## config.mk

```make
export PLATFORM = sky130hd
export DESIGN_NAME = fir_stream_bridge_flat
export DESIGN_NICKNAME = d
export VERILOG_FILES = /design/src/rtl/fir_stream_bridge_if.sv /design/src/rtl/fir_stream_bridge.sv /design/src/flat_wrapper.sv
export SDC_FILE = /design/constraint.sdc
export NUM_CORES = 1
export LEC_CHECK = 0
export ABC_AREA = 1
export CAP_MARGIN = 20
export CELL_PAD_IN_SITES_DETAIL_PLACEMENT = 0
export CELL_PAD_IN_SITES_GLOBAL_PLACEMENT = 1
export CORE_MARGIN = 1
export CORE_UTILIZATION = 25
export CTS_CLUSTER_SIZE = 12
export DETAILED_ROUTE_END_ITERATION = 16
export PLACE_DENSITY_LB_ADDON = 0.1
export SLEW_MARGIN = 20
export SYNTH_ARGS = -nofsm -noshare
export SYNTH_HDL_FRONTEND = slang
export SYNTH_SLANG_ARGS = --single-unit
export TNS_END_PERCENT = 1
```

## constraint.sdc

```tcl
create_clock -name clk -period 3.4 [get_ports clk]
set_input_delay 1.02 -clock clk [delete_from_list [all_inputs] [get_ports clk]]
set_output_delay 1.02 -clock clk [all_outputs]
set_load 0.02 [all_outputs]
```

## src/rtl/fir_stream_bridge_if.sv

```systemverilog
// Bundle of the Wishbone slave port and both AXI-Stream ports of fir_stream_bridge.
// slave = bridge view; master = CPU/accelerator view.
`default_nettype none

interface fir_stream_bridge_if #(
  parameter int pDATA_WIDTH = 32
);
  logic                   wbs_stb_i;
  logic                   wbs_cyc_i;
  logic                   wbs_we_i;
  logic [3:0]             wbs_sel_i;
  logic [31:0]            wbs_adr_i;
  logic [31:0]            wbs_dat_i;
  logic                   wbs_ack_o;
  logic [31:0]            wbs_dat_o;

  logic                   sm_tvalid;
  logic                   sm_tlast;
  logic [pDATA_WIDTH-1:0] sm_tdata;
  logic                   sm_tready;

  logic                   ss_tvalid;
  logic                   ss_tlast;
  logic [pDATA_WIDTH-1:0] ss_tdata;
  logic                   ss_tready;

  modport slave (
    input  wbs_stb_i, wbs_cyc_i, wbs_we_i, wbs_sel_i, wbs_adr_i, wbs_dat_i,
    output wbs_ack_o, wbs_dat_o,
    output sm_tvalid, sm_tlast, sm_tdata,
    input  sm_tready,
    input  ss_tvalid, ss_tlast, ss_tdata,
    output ss_tready
  );

  modport master (
    output wbs_stb_i, wbs_cyc_i, wbs_we_i, wbs_sel_i, wbs_adr_i, wbs_dat_i,
    input  wbs_ack_o, wbs_dat_o,
    input  sm_tvalid, sm_tlast, sm_tdata,
    output sm_tready,
    output ss_tvalid, ss_tlast, ss_tdata,
    input  ss_tready
  );
endinterface

`default_nettype wire

```

## src/rtl/fir_stream_bridge.sv

```systemverilog
// fir_stream_bridge: Wishbone-to-AXI-Stream bridge with TX/RX FIFOs for the FIR accelerator.
// Optional RX frame counter at 0x10 is enabled by defining FIR_BRIDGE_FRAME_CNT_EN.
`default_nettype none

module fir_stream_bridge #(
  parameter int pDATA_WIDTH = 32,
  parameter int FIFO_DEPTH  = 8
) (
  input  wire                    clk,
  input  wire                    rst_n,
  fir_stream_bridge_if.slave     bus
);
  localparam int            AW      = (FIFO_DEPTH > 2) ? $clog2(FIFO_DEPTH) : 1;
  localparam int            CW      = AW + 1;
  localparam int            EW      = pDATA_WIDTH + 1;
  localparam logic [CW-1:0] DEPTH_C = CW'(FIFO_DEPTH);
  localparam logic [2:0]    REG_STATUS = 3'd0;
  localparam logic [2:0]    REG_TXD    = 3'd1;
  localparam logic [2:0]    REG_TXL    = 3'd2;
  localparam logic [2:0]    REG_RXD    = 3'd3;
  localparam logic [2:0]    REG_FRAMES = 3'd4;

  logic [EW-1:0] r_tx_mem [FIFO_DEPTH];
  logic [EW-1:0] r_rx_mem [FIFO_DEPTH];
  logic [AW-1:0] r_tx_wr, r_tx_rd, r_rx_wr, r_rx_rd;
  logic [CW-1:0] r_tx_cnt, r_rx_cnt, w_tx_cnt_nxt, w_rx_cnt_nxt;
  logic          r_tx_ovf, r_rx_udf, r_ack, r_ss_tready;
  logic [31:0]   r_dat;

  logic          w_req, w_wr, w_rd, w_flush, w_clr_ovf, w_clr_udf;
  logic [2:0]    w_reg;
  logic          w_tx_empty, w_tx_full, w_tx_pop, w_tx_push_req, w_tx_push, w_tx_ovf_set;
  logic          w_rx_empty, w_rx_full, w_rx_push, w_rx_pop_req, w_rx_pop, w_rx_udf_set;
  logic [EW-1:0] w_tx_head, w_rx_head;
  logic [31:0]   w_status, w_rdata;
  logic [15:0]   w_frames;
  logic          w_unused;

  assign w_req   = bus.wbs_stb_i & bus.wbs_cyc_i & ~r_ack;
  assign w_wr    = w_req & bus.wbs_we_i;
  assign w_rd    = w_req & ~bus.wbs_we_i;
  assign w_reg   = bus.wbs_adr_i[4:2];
  assign w_flush   = w_wr & (w_reg == REG_STATUS) & bus.wbs_dat_i[0];
  assign w_clr_ovf = w_wr & (w_reg == REG_STATUS) & bus.wbs_dat_i[4];
  assign w_clr_udf = w_wr & (w_reg == REG_STATUS) & bus.wbs_dat_i[5];
  assign w_unused  = ^{bus.wbs_adr_i[31:5], bus.wbs_adr_i[1:0]};

  assign w_tx_head     = r_tx_mem[r_tx_rd];
  assign w_tx_empty    = (r_tx_cnt == '0);
  assign w_tx_full     = (r_tx_cnt == DEPTH_C);
  assign w_tx_pop      = ~w_tx_empty & bus.sm_tready;
  assign w_tx_push_req = w_wr & ((w_reg == REG_TXD) | (w_reg == REG_TXL)) & (bus.wbs_sel_i == 4'hF);
  // A full FIFO still accepts a push when the head leaves on the same edge.
  assign w_tx_push     = w_tx_push_req & (~w_tx_full | w_tx_pop);
  assign w_tx_ovf_set  = w_tx_push_req & w_tx_full & ~w_tx_pop;

  assign w_rx_head     = r_rx_mem[r_rx_rd];
  assign w_rx_empty    = (r_rx_cnt == '0);
  assign w_rx_full     = (r_rx_cnt == DEPTH_C);
  assign w_rx_push     = bus.ss_tvalid & r_ss_tready;
  assign w_rx_pop_req  = w_rd & (w_reg == REG_RXD);
  assign w_rx_pop      = w_rx_pop_req & ~w_rx_empty;
  assign w_rx_udf_set  = w_rx_pop_req & w_rx_empty;

  assign bus.sm_tvalid = ~w_tx_empty;
  assign bus.sm_tdata  = w_tx_empty ? '0 : w_tx_head[pDATA_WIDTH-1:0];
  assign bus.sm_tlast  = ~w_tx_empty & w_tx_head[EW-1];
  assign bus.ss_tready = r_ss_tready;
  assign bus.wbs_ack_o = r_ack;
  assign bus.wbs_dat_o = r_dat;

  always_comb begin
    w_tx_cnt_nxt = r_tx_cnt;
    w_rx_cnt_nxt = r_rx_cnt;
    if (w_flush) begin
      w_tx_cnt_nxt = '0;
      w_rx_cnt_nxt = '0;
    end else begin
      case ({w_tx_push, w_tx_pop})
        2'b10:   w_tx_cnt_nxt = r_tx_cnt + CW'(1);
        2'b01:   w_tx_cnt_nxt = r_tx_cnt - CW'(1);
        default: w_tx_cnt_nxt = r_tx_cnt;
      endcase
      case ({w_rx_push, w_rx_pop})
        2'b10:   w_rx_cnt_nxt = r_rx_cnt + CW'(1);
        2'b01:   w_rx_cnt_nxt = r_rx_cnt - CW'(1);
        default: w_rx_cnt_nxt = r_rx_cnt;
      endcase
    end
  end

  always_comb begin
    w_status        = '0;
    w_status[0]     = w_tx_empty;
    w_status[1]     = w_tx_full;
    w_status[2]     = w_rx_empty;
    w_status[3]     = w_rx_full;
    w_status[4]     = r_tx_ovf;
    w_status[5]     = r_rx_udf;
    w_status[6]     = ~w_rx_empty & w_rx_head[EW-1];
    w_status[15:8]  = 8'(r_tx_cnt);
    w_status[23:16] = 8'(r_rx_cnt);
  end

  always_comb begin
    w_rdata = '0;
    case (w_reg)
      REG_STATUS: w_rdata = w_status;
      REG_RXD:    w_rdata = w_rx_empty ? '0 : 32'(w_rx_head[pDATA_WIDTH-1:0]);
      REG_FRAMES: w_rdata = 32'(w_frames);
      default:    w_rdata = '0;
    endcase
  end

  // Storage is not reset; outputs are gated by the empty flags instead.
  always_ff @(posedge clk) begin
    if (w_tx_push)
      r_tx_mem[r_tx_wr] <= {(w_reg == REG_TXL), bus.wbs_dat_i[pDATA_WIDTH-1:0]};
    if (w_rx_push)
      r_rx_mem[r_rx_wr] <= {bus.ss_tlast, bus.ss_tdata};
  end

  always_ff @(posedge clk or negedge rst_n) begin
    if (!rst_n) begin
      r_tx_wr     <= '0;
      r_tx_rd     <= '0;
      r_rx_wr     <= '0;
      r_rx_rd     <= '0;
      r_tx_cnt    <= '0;
      r_rx_cnt    <= '0;
      r_tx_ovf    <= 1'b0;
      r_rx_udf    <= 1'b0;
      r_ack       <= 1'b0;
      r_dat       <= '0;
      r_ss_tready <= 1'b0;
    end else begin
      r_ack       <= w_req;
      r_tx_cnt    <= w_tx_cnt_nxt;
      r_rx_cnt    <= w_rx_cnt_nxt;
      r_ss_tready <= (w_rx_cnt_nxt < DEPTH_C);
      if (w_req)
        r_dat <= w_rd ? w_rdata : '0;
      if (w_flush) begin
        r_tx_wr <= '0;
        r_tx_rd <= '0;
        r_rx_wr <= '0;
        r_rx_rd <= '0;
      end else begin
        if (w_tx_push) r_tx_wr <= r_tx_wr + AW'(1);
        if (w_tx_pop)  r_tx_rd <= r_tx_rd + AW'(1);
        if (w_rx_push) r_rx_wr <= r_rx_wr + AW'(1);
        if (w_rx_pop)  r_rx_rd <= r_rx_rd + AW'(1);
      end
      if (w_tx_ovf_set)   r_tx_ovf <= 1'b1;
      else if (w_clr_ovf) r_tx_ovf <= 1'b0;
      if (w_rx_udf_set)   r_rx_udf <= 1'b1;
      else if (w_clr_udf) r_rx_udf <= 1'b0;
    end
  end

`ifdef FIR_BRIDGE_FRAME_CNT_EN
  logic [15:0] r_frames;
  logic        w_frm_inc, w_frm_dec;

  assign w_frm_inc = w_rx_push & bus.ss_tlast;
  assign w_frm_dec = w_rx_pop & w_rx_head[EW-1];
  assign w_frames  = r_frames;

  always_ff @(posedge clk or negedge rst_n) begin
    if (!rst_n)
      r_frames <= '0;
    else if (w_flush)
      r_frames <= '0;
    else if (w_frm_inc & ~w_frm_dec)
      r_frames <= r_frames + 16'd1;
    else if (w_frm_dec & ~w_frm_inc)
      r_frames <= r_frames - 16'd1;
  end
`else
  assign w_frames = '0;
`endif

endmodule

`default_nettype wire

```

## src/flat_wrapper.sv

```systemverilog
// flat-port wrapper written by rule: the top's interface ports become plain ports
module fir_stream_bridge_flat 
#(
  parameter int pDATA_WIDTH = 32,
  parameter int FIFO_DEPTH  = 8
)
  (clk, rst_n, bus_wbs_stb_i, bus_wbs_cyc_i, bus_wbs_we_i, bus_wbs_sel_i, bus_wbs_adr_i, bus_wbs_dat_i, bus_wbs_ack_o, bus_wbs_dat_o, bus_sm_tvalid, bus_sm_tlast, bus_sm_tdata, bus_sm_tready, bus_ss_tvalid, bus_ss_tlast, bus_ss_tdata, bus_ss_tready);
  fir_stream_bridge_if #(.pDATA_WIDTH(pDATA_WIDTH)) bus_i ();
  input  wire clk;
  input  wire rst_n;
  input wire logic [$bits(bus_i.wbs_stb_i)-1:0] bus_wbs_stb_i;
  input wire logic [$bits(bus_i.wbs_cyc_i)-1:0] bus_wbs_cyc_i;
  input wire logic [$bits(bus_i.wbs_we_i)-1:0] bus_wbs_we_i;
  input wire logic [$bits(bus_i.wbs_sel_i)-1:0] bus_wbs_sel_i;
  input wire logic [$bits(bus_i.wbs_adr_i)-1:0] bus_wbs_adr_i;
  input wire logic [$bits(bus_i.wbs_dat_i)-1:0] bus_wbs_dat_i;
  output wire logic [$bits(bus_i.wbs_ack_o)-1:0] bus_wbs_ack_o;
  output wire logic [$bits(bus_i.wbs_dat_o)-1:0] bus_wbs_dat_o;
  output wire logic [$bits(bus_i.sm_tvalid)-1:0] bus_sm_tvalid;
  output wire logic [$bits(bus_i.sm_tlast)-1:0] bus_sm_tlast;
  output wire logic [$bits(bus_i.sm_tdata)-1:0] bus_sm_tdata;
  input wire logic [$bits(bus_i.sm_tready)-1:0] bus_sm_tready;
  input wire logic [$bits(bus_i.ss_tvalid)-1:0] bus_ss_tvalid;
  input wire logic [$bits(bus_i.ss_tlast)-1:0] bus_ss_tlast;
  input wire logic [$bits(bus_i.ss_tdata)-1:0] bus_ss_tdata;
  output wire logic [$bits(bus_i.ss_tready)-1:0] bus_ss_tready;
  assign bus_i.wbs_stb_i = bus_wbs_stb_i;
  assign bus_i.wbs_cyc_i = bus_wbs_cyc_i;
  assign bus_i.wbs_we_i = bus_wbs_we_i;
  assign bus_i.wbs_sel_i = bus_wbs_sel_i;
  assign bus_i.wbs_adr_i = bus_wbs_adr_i;
  assign bus_i.wbs_dat_i = bus_wbs_dat_i;
  assign bus_wbs_ack_o = bus_i.wbs_ack_o;
  assign bus_wbs_dat_o = bus_i.wbs_dat_o;
  assign bus_sm_tvalid = bus_i.sm_tvalid;
  assign bus_sm_tlast = bus_i.sm_tlast;
  assign bus_sm_tdata = bus_i.sm_tdata;
  assign bus_i.sm_tready = bus_sm_tready;
  assign bus_i.ss_tvalid = bus_ss_tvalid;
  assign bus_i.ss_tlast = bus_ss_tlast;
  assign bus_i.ss_tdata = bus_ss_tdata;
  assign bus_ss_tready = bus_i.ss_tready;
  fir_stream_bridge #(.pDATA_WIDTH(pDATA_WIDTH), .FIFO_DEPTH(FIFO_DEPTH)) u_core (.clk(clk), .rst_n(rst_n), .bus(bus_i));
endmodule
```

## Word level (Yosys, flattened, before mapping)

Memories as Yosys holds them, arrays and structs flattened.
Index checks and enable logic that the tools add are counted.

- Bitwise gates (word level): 28
- Reduce and logical (&&, ||, !) cells: 10
- Mux-type cells: 24
- Order comparisons: 1
- Equal/unequal tests: 10
- $add $sub $neg: 8

Operator list:

| operator | count |
|---|---|
| 32-bit 2-to-1 mux | 3 |
| 32-bit case mux with 2 select lines | 1 |
| 3-bit 2-to-1 mux | 8 |
| 1-bit AND | 20 |
| 4-bit case mux with 2 select lines | 2 |
| 3-bit by 1-bit adder with 3-bit output, second input constant | 4 |
| 4-bit equality test, second input constant | 3 |
| 2-bit nonzero test | 6 |
| 4-bit by 1-bit adder with 4-bit output, second input constant | 2 |
| 4-bit zero test | 2 |
| 1-bit 2-to-1 mux | 8 |
| 4-bit 2-to-1 mux | 2 |
| 4-bit by 1-bit subtractor with 4-bit output, second input constant | 2 |
| 3-bit by 2-bit equality test with 1-bit output, second input constant | 2 |
| 1-bit NOT | 6 |
| 2-bit by 1-bit equality test with 1-bit output, second input constant | 2 |
| 2-bit equality test, second input constant | 2 |
| 4-bit less-than comparator, second input constant | 1 |
| 3-bit by 1-bit equality test with 1-bit output, second input constant | 1 |
| 3-bit zero test | 1 |
| 3-bit nonzero test | 1 |
| 1-bit OR | 2 |

- Bits in registers: 56
- Bits of input ports: 108
- Output and inout bits: 68
- Word-level logic and storage cells: 94
- Memories kept: 2
- Bits in writable memories: 528

Memories:

| memory | words | width | read ports | clocked after Yosys merged registers in | write ports | line | RTL |
|---|---|---|---|---|---|---|---|
| u_core.r_rx_mem | 8 | 33 | 1 | 0 | 1 | fir_stream_bridge.sv:24 | `logic [EW-1:0] r_rx_mem [FIFO_DEPTH];` |
| u_core.r_tx_mem | 8 | 33 | 1 | 0 | 1 | fir_stream_bridge.sv:23 | `logic [EW-1:0] r_tx_mem [FIFO_DEPTH];` |

## Depth between registers and ports, before layout

Gate-level depths: netlist of run 1.

- Word-level depth: 9
- Mapped depth: 16

## Least setup slack after synthesis of run 1

OpenSTA, ideal clock, no wires.

- Path kind: input port to flip-flop
- Start: in bus_wbs_adr_i[2]
- End: mem u_core.r_tx_mem[0][0] (netlist name), enable pin
- Stages: 7
- Setup slack: -0.145 ns
- Arrival: 3.122 ns
- Required time: 2.977 ns
- Setup time: 0.423 ns
- Cell sequence: inv_1 -> nand2_2 -> nand4_1 -> nor2_2 -> nand3_2 -> or2_4 -> nor2_1

- Cells in the longest elaborated chain, start to end: 7
- Elaborated cells on any way between the ends: 8

Ends and longest elaborated chain:

| what | line | RTL |
|---|---|---|
| start, declared | flat_wrapper.sv:15 | `input wire logic [$bits(bus_i.wbs_adr_i)-1:0] bus_wbs_adr_i;` |
| 3-bit by 1-bit equality test with 1-bit output / 3-bit by 2-bit equality test with 1-bit output (equally long branches) | fir_stream_bridge.sv:52 | `assign w_tx_push_req = w_wr & ((w_reg == REG_TXD) \| (w_reg == REG_TXL)) & (bus.wbs_sel_i == 4'hF);` |
| 1-bit OR (*) | fir_stream_bridge.sv:52 |  |
| 1-bit AND (*) (2 in a row) | fir_stream_bridge.sv:52 |  |
| 1-bit AND (*) | fir_stream_bridge.sv:54 | `assign w_tx_push = w_tx_push_req & (~w_tx_full \| w_tx_pop);` |
| 1-bit 2-to-1 mux (*) | fir_stream_bridge.sv:117 | `if (w_tx_push)` |
| 1-bit 2-to-1 mux (implied by the code) (*) | fir_stream_bridge.sv:118 | `r_tx_mem[r_tx_wr] <= {(w_reg == REG_TXL), bus.wbs_dat_i[pDATA_WIDTH-1:0]};` |
| end, declared | fir_stream_bridge.sv:23 |  |

Mark *: on every way between the ends. The rest lies on a longest branch, timed or not.

## Final worst setup path of run 1

- Start: reg u_core.r_tx_rd[0]
- End: out bus_sm_tdata[12]

- Cells in the longest elaborated chain, start to end: 2

Ends and longest elaborated chain:

| what | line | RTL |
|---|---|---|
| start, declared | fir_stream_bridge.sv:25 | `logic [AW-1:0] r_tx_wr, r_tx_rd, r_rx_wr, r_rx_rd;` |
| start signal, assigned | fir_stream_bridge.sv:150 | `if (w_tx_pop) r_tx_rd <= r_tx_rd + AW'(1);` |
| memory 8 x 33 bit | - |  |
| 32-bit 2-to-1 mux | fir_stream_bridge.sv:66 | `assign bus.sm_tdata = w_tx_empty ? '0 : w_tx_head[pDATA_WIDTH-1:0];` |
| end, declared | flat_wrapper.sv:21 | `output wire logic [$bits(bus_i.sm_tdata)-1:0] bus_sm_tdata;` |

No other way between the ends.

==> out/results.tsv, run 1 <==
metric	value	unit
crit_top_cell	nor2_1	
gp_congestion	0.7144	
multi_input_area	5577	µm²
layout-drive-gt1-share	0.1295	
holdWs	0.3800	ns
regArea	17270	µm²
required	2.38	ns
final_nets	2182	
placement_rows	111	
synthMuxAreaShare	0.01410	
grt_pass1_vias	14788	
tritoncts	built	
track_usage	0.1435	
synth_top_area_share	0.6767	
detail-route-antenna-nets	0	
boundaryPins	176	
synth-simple-area-share	0.1155	
max_freq	303.3	MHz
r2r_slack	0.95	ns
firstDrtPassIters	4	
setup_viol	0	
core	92220	µm²
clkLatencyLatePin	0.61	ns
cts-root-buf	clkbuf_16	
yosysSeqAreaShare	0.7365	
drt_iter0_markers	739	
synthDistinctLibCells	39	
dp_hpwl	39.12	mm
clk_pin_slew	0.06	ns
rsz0062_at_grt	yes	
crit_family	buffers and inverters	
cts_buffer_depth	3	
vias	14674	
ys_ff_latch	584	
setup_ws	0.1031	ns
post-route-drc-count	0	
cp_num_buf_inv	3	
vias_per_cell	4.369	
critPathMaxStageDelay	0.54	ns
power_density	765.0	nW/µm²
pre_cts_slack	0.02230	ns
h-tree-depth	3	
cts.sink_count	584	
slew_headroom	0.4038	
antenna_found_initial	7	
synth_nets	1977	
hold_viol	0	
grt_max_degree	111	
cp_slowest_cell	dfrtp_4	
areaGrowthSynthToFinish	25.58	%
overflow	0	
postPlaceCellArea	27110	µm²
drv_cap	0	
worst_pin_slew	0.8933	ns
p_leak	0.01028	µW
start_util	0.2541	
diodes	0	
grt_first_pass_wirelength	99.66	mm
synth_top_family_by_area	simple AND/OR/NAND/NOR gates	
slew_viol_final	0	
power.total	22510	µW
numPortBuffers	146	
synth-main-ff-cell	edfxtp_1	
clock_skew	0.02369	ns
hold_class	input port to asynchronous set/reset pin	
worstPathCellList	buf_12 -> buf_16 -> nor2_1 -> nor2_1 -> o21ai_0 -> o21ai_1 -> o21ai_1 -> nor2_1 -> buf_2	
synth_compound_area_frac	0.09473	
synth-warning-count	0	
start_kind	flip-flop	
status	complete, no violations	
syn_area	23430	µm²
post-route-min-period	3.297	ns
synth_edf_count	528	
syn_avg_cell_area	12.61	µm²
synth-xor-area-share	0.001869	
n_fill_cell	9355	
wl_per_cell	20.21	µm
yosys.area.top_type	edfxtp_1	
numCtsBuffers	71	
period_share	0.9697	
die_x	308.1	µm
cp_max_fo	32	
synthAdderAreaFrac	0.006195	
fp.dieH	308.1	µm
utilization	0.3191	
async_flop_share	0.09589	
syn_inst	1858	
dieArea	94950	µm²
end_kind	output pin	
synth_area_leaders	edfxtp_1 (68%), o21ai_0 (6.0%), dfrtp_1 (6.0%), nor2_1 (5.9%), nand2_1 (3.2%)	
cp_data_arrival_time	2.28	ns
final_area	29420	µm²
drt-total-wl	67.89	mm
peakVddDrop	0.4908	mV
critPathKind	flip-flop to output pin	
==> layer usage <==
layer	GRT usage	vias to the layer above	routed length, µm
met5	0	-	97
met4	0.04559	14	1660
met3	0.03236	104	2930
met2	0.2463	234	33610
met1	0.1779	7220	29590
li1	-	7102	-
==> stage by stage <==
| step | TNS, ns | instances |
|---|---|---|
| final | 0 | 3359 |
| after CTS | -0.1611 | 3359 |
| after detailed placement | 0 | 3223 |
| after global placement | 0 | 3223 |
| after floorplan | -19.08 | 1858 |
| after global routing | -0.4729 | 3359 |
==> repair_timing <==
item	CTS	global route
pin swaps	10	9
cloned	4	0
endpoints found under the setup margin	33	31
resized for setup	138	27
hold buffers	0	0
setup buffers	6	1
==> flip-flops by register name (all words and copies together), names as in the netlist <==
name                  cells
u_core.r_rx_mem         264
u_core.r_tx_mem         264
u_core.bus.wbs_dat_o     32
u_core.r_rx_cnt           4
u_core.r_tx_cnt           4
u_core.r_rx_rd            3
u_core.r_rx_wr            3
u_core.r_tx_rd            3
u_core.r_tx_wr            3
u_core.bus.ss_tready      1
u_core.bus.wbs_ack_o      1
u_core.r_rx_udf           1
u_core.r_tx_ovf           1
==> placed cells by master, fill, tap and decap left out, drive strengths merged <==
cell / Yosys / layout
o221ai: 23 / 23
a21o: 1 / 1
fa: 1 / 1
clkdlybuf4s50: 0 / 112
xor2: 3 / 3
bufbuf: 0 / 1
ha: 10 / 10
o21ai: 312 / 312
o211ai: 17 / 17
o211a: 1 / 1
dfrtp: 56 / 56
nand3b: 1 / 1
clkdlybuf4s15: 0 / 1
a21oi: 18 / 18
mux2i: 33 / 33
clkbuf: 46 / 98
clkinvlp: 0 / 3
xnor2: 2 / 2
or2: 3 / 3
o22ai: 34 / 34
nand2: 207 / 207
edfxtp: 528 / 528
buf: 62 / 124
nor2: 374 / 374
nand4: 5 / 5
nand3: 71 / 71
inv: 47 / 49
nor3: 2 / 2
clkinv: 0 / 19
bufinv: 0 / 6
o2bb2ai: 1 / 1
==> cell type report <==
cell class              count  area share
flip-flops and latches    584      0.5870
multi-input cells        1119      0.1895
repair buffers            240     0.08743
well taps                1243     0.05286
inverters                  47    0.006336
clock buffers              96     0.06608
clock inverters            30     0.01080
==> synth_stat cells (all sizes together) (10+ instances only) <==
cell	count
a21oi	18
buf	62
clkbuf	46
dfrtp	56
edfxtp	528
ha	10
inv	47
mux2i	33
nand2	207
nand3	71
nor2	374
o211ai	17
o21ai	312
o221ai	23
o22ai	34
==> worst paths after layout <==
| path | depth (start not counted) | from | endpoint |
|---|---|---|---|
| setup / recovery | 9 | u_core.r_tx_rd[0]$_DFFE_PN0P_ | bus_sm_tdata[12] |
| hold reg to reg | 2 | u_core.bus.wbs_dat_o[24]$_DFFE_PN0N_ | u_core.bus.wbs_dat_o[24]$_DFFE_PN0N_ |
| setup reg to reg | 12 | u_core.r_tx_cnt[1]$_DFFE_PN0P_ | u_core.r_tx_cnt[3]$_DFFE_PN0P_ |
| min in group clk | 2 | u_core.bus.wbs_dat_o[24]$_DFFE_PN0N_ | u_core.bus.wbs_dat_o[24]$_DFFE_PN0N_ |
| hold / removal | 1 | rst_n | u_core.bus.wbs_ack_o$_DFF_PN0_ |
| max in group asynchronous | 2 | rst_n | u_core.r_rx_rd[2]$_DFFE_PN0P_ |
==> power by group <==
group,switching (µW),internal (µW)
clock,2900,4460
sequential,256,8160
combinational,4350,2380
==> cell families (layout without fill, tap and decap cells) <==
family	count (synthesis)	after routing
DFF	584	584
muxes	33	33
adders and majority gates	11	11
and+or+nand+nor	663	663
buffers and inverters	155	413
AOI/OAI and AO/OA	407	407
xor gates and xnor gates	5	5
Power figures use the tool's default switching activity.
==> run 2: changes to the inputs <==
Settings changed: CAP_MARGIN 20 to default, CORE_UTILIZATION 25 to 43.
==> run 2 against run 1 <==
  * Register-to-register slack better by 0.05 ns
  * Combinational power down 5.5%
  * Sequential power about the same
  * Die area is 42% lower
  * Sequential share of layout area up 2.7 points
  * Flip-flop and latch count unchanged
  * Clock power down 16%
  * Total power shrank 7.0%
  * Maximum frequency shrank 1.8%
  * Wire length shrank 17%
  * Final cell count is 17% lower
  * Global-route usage increased by 5.9 points
  * Critical endpoint is now bus_sm_tdata[16]
  * Highest routed layer is now met4
==> out/results.tsv, run 2 (synthesized netlist as in run 1, its figures left out) <==
metric	value	unit	change
setup_viol	0		unchanged
crit_top_cell	nor2_1		
worst_pin_slew	1.041	ns	+0.1472 ns
grt_pass1_vias	14439		-2.4%
cp_max_fo	23		-28%
worstReg2RegEnd	u_core.r_rx_cnt[2]$_DFFE_PN0P_		
track_usage	0.2027		+0.05914
n_fill_cell	4587		-51%
cts.sink_count	584		unchanged
grt_first_pass_wirelength	85.57	mm	-14%
clock_skew	0.02215	ns	-0.001537 ns
switchingPower	6952	µW	-7.3%
comb_power_share	0.304		+0.005
start_util	0.4354		+0.1813
final_common_cell	edfxtp_1		
vias_per_cell	5.240		+20%
status	complete, no violations		
clkPwrFrac	0.294		-0.033
clkLatencyLatePin	0.62	ns	about the same
die_x	235.4	µm	-24%
worstPathCellList	inv_4 -> buf_12 -> buf_12 -> nor2_1 -> o22ai_1 -> nor2_1 -> nor2_1 -> clkdlybuf4s15_2		
core	53810	µm²	-42%
required	2.38	ns	about the same
tritoncts	built		
h-tree-depth	2		-1
p_leak	0.009967	µW	-3.0%
gp_congestion	0.7578		+6.1%
firstDrtPassIters	5		+1
r2r-start	u_core.r_rx_cnt[2]$_DFFE_PN0P_		
grt_max_degree	105		-5.4%
holdWs	0.3678	ns	-0.01217 ns
dieArea	55420	µm²	-42%
critPathKind	flip-flop to output pin		
hold_class	input port to asynchronous set/reset pin		
wl_per_cell	20.29	µm	+0.38%
dp_hpwl	30.59	mm	-22%
regArea	17270	µm²	about the same
cp_slowest_cell	dfrtp_4		
cts_hold_buf	0		unchanged
hold_viol	0		unchanged
end_kind	output pin		
slew_headroom	0.3063		-0.09749
numPortBuffers	146		unchanged
peakVddDrop	0.4748	mV	-3.3%
r2r_cells	13		+1
period_share	0.9874		+0.01772
seqPwrFrac	0.402		+0.028
r2r_slack	1.00	ns	+0.05 ns
power_density	745.0	nW/µm²	-2.6%
post-route-drc-count	0		unchanged
numCtsBuffers	61		-14%
boundaryPins	176		unchanged
cp_data_arrival_time	2.34	ns	+0.06 ns
drt_iter0_markers	869		+18%
p_sw_frac	0.3319		-0.001322
vias	14540		-0.91%
final_nets	2149		-1.5%
overflow	0		unchanged
pre_cts_slack	0.03340	ns	+0.01110 ns
layout_common_cells	edfxtp_1 (528), nor2_1 (347), o21ai_0 (261)		
antenna_found_initial	0		-7
slew_viol_final	0		unchanged
detail-route-antenna-nets	0		unchanged
cts-root-buf	clkbuf_16		
fp.dieH	235.4	µm	-24%
multi_input_area	5577	µm²	unchanged
post-route-min-period	3.357	ns	+0.06024 ns
layout-drive-gt1-share	0.1111		-0.01838
drv_cap	0		unchanged
max_freq	297.9	MHz	-1.8%
cts_buffer_depth	3		unchanged
setup_ws	0.04290	ns	-0.06024 ns
intPower	13990	µW	-6.8%
clk_pin_slew	0.06	ns	about the same
areaGrowthSynthToFinish	19.99	%	
critPathMaxStageDelay	0.53	ns	about the same
drt-total-wl	56.30	mm	-17%
diodes	0		unchanged
placement_rows	85		-23%
start_kind	flip-flop		
rsz0062_at_grt	yes		
==> run 2: how the worst max path moves through the flow <==
stage | cells past startpoint | end | from | slack [ns]
after floorplan | 7 | u_core.r_tx_mem[0][0]$_DFFE_PP_ | bus_wbs_adr_i[2] | -0.14
after global placement | 14 | u_core.r_rx_cnt[2]$_DFFE_PN0P_ | bus_wbs_adr_i[3] | 0.07
after detailed placement | 14 | u_core.r_rx_cnt[2]$_DFFE_PN0P_ | bus_wbs_adr_i[3] | 0.03
after CTS | 9 | bus_sm_tdata[22] | u_core.r_tx_rd[0]$_DFFE_PN0P_ | -0.08
after global routing | 9 | bus_sm_tdata[16] | u_core.r_tx_rd[0]$_DFFE_PN0P_ | -0.06
final | 8 | bus_sm_tdata[16] | u_core.r_tx_rd[0]$_DFFE_PN0P_ | 0.04
==> run 2: final cells by class <==
cell class | count | area share
flip-flops and latches | 584 | 0.6143
clock inverters | 24 | 0.005074
clock buffers | 88 | 0.06079
repair buffers | 217 | 0.08407
inverters | 47 | 0.006453
multi-input cells | 1119 | 0.1984
well taps | 696 | 0.03098
==> run 2: worst max-delay path, delay by kind of cell, from the launching register on <==
| kind | cells | cell delay, ns |
|---|---|---|
| buf+inv | 4 | 0.76 |
| flops | 1 | 0.53 |
| simple gates | 3 | 0.26 |
| compound gates | 1 | 0.15 |
==> run 2: repair_timing <==
action	CTS	global route
endpoints found under the setup margin	33	32
pin swaps	1	2
resized for setup	86	56
cloned	2	2
buffers inserted	0	2
==> run 2: power groups by stage <==
stage	sequential (µW)	clock [µW]	combinational, µW
2_1_floorplan	8460	0	4070
3_3_place_gp	8550	0	6360
3_5_place_dp	8550	0	6430
4_1_cts	8410	6320	6420
5_1_grt	8450	6590	7040
6_report	8410	6160	6360
==> run 2: stage by stage <==
stage	util	instances	TNS [ns]	instance area (µm²)	power [µW]
2_1_floorplan	-	1858	-19.08	23430	12530
6_report	0.5224	2775	0	28110	20940
5_1_grt	0.5224	2775	-0.1843	28110	22080
3_3_place_gp	0.4867	2657	0	26190	14910
4_1_cts	0.5228	2771	-0.4147	28130	21150
3_5_place_dp	0.4867	2657	0	26190	14980
==> run 2: routing by layer <==
| layer | part of all wire | up-vias | GRT usage | wire length, µm |
|---|---|---|---|---|
| li1 | - | 7014 | - | - |
| met1 | 0.42 | 7186 | 0.2540 | 23620 |
| met2 | 0.51 | 262 | 0.3584 | 28940 |
| met3 | 0.043 | 78 | 0.03318 | 2447 |
| met4 | 0.023 | 0 | 0.06338 | 1296 |
| met5 | 0 | - | 0 | 0 |
==> run 3: changes to the inputs <==
Settings changed: ABC_CLOCK_PERIOD_IN_PS from default to 3400.
==> results of run 3 <==
The final DEF is identical to that of run 2; final timing and power are the same.
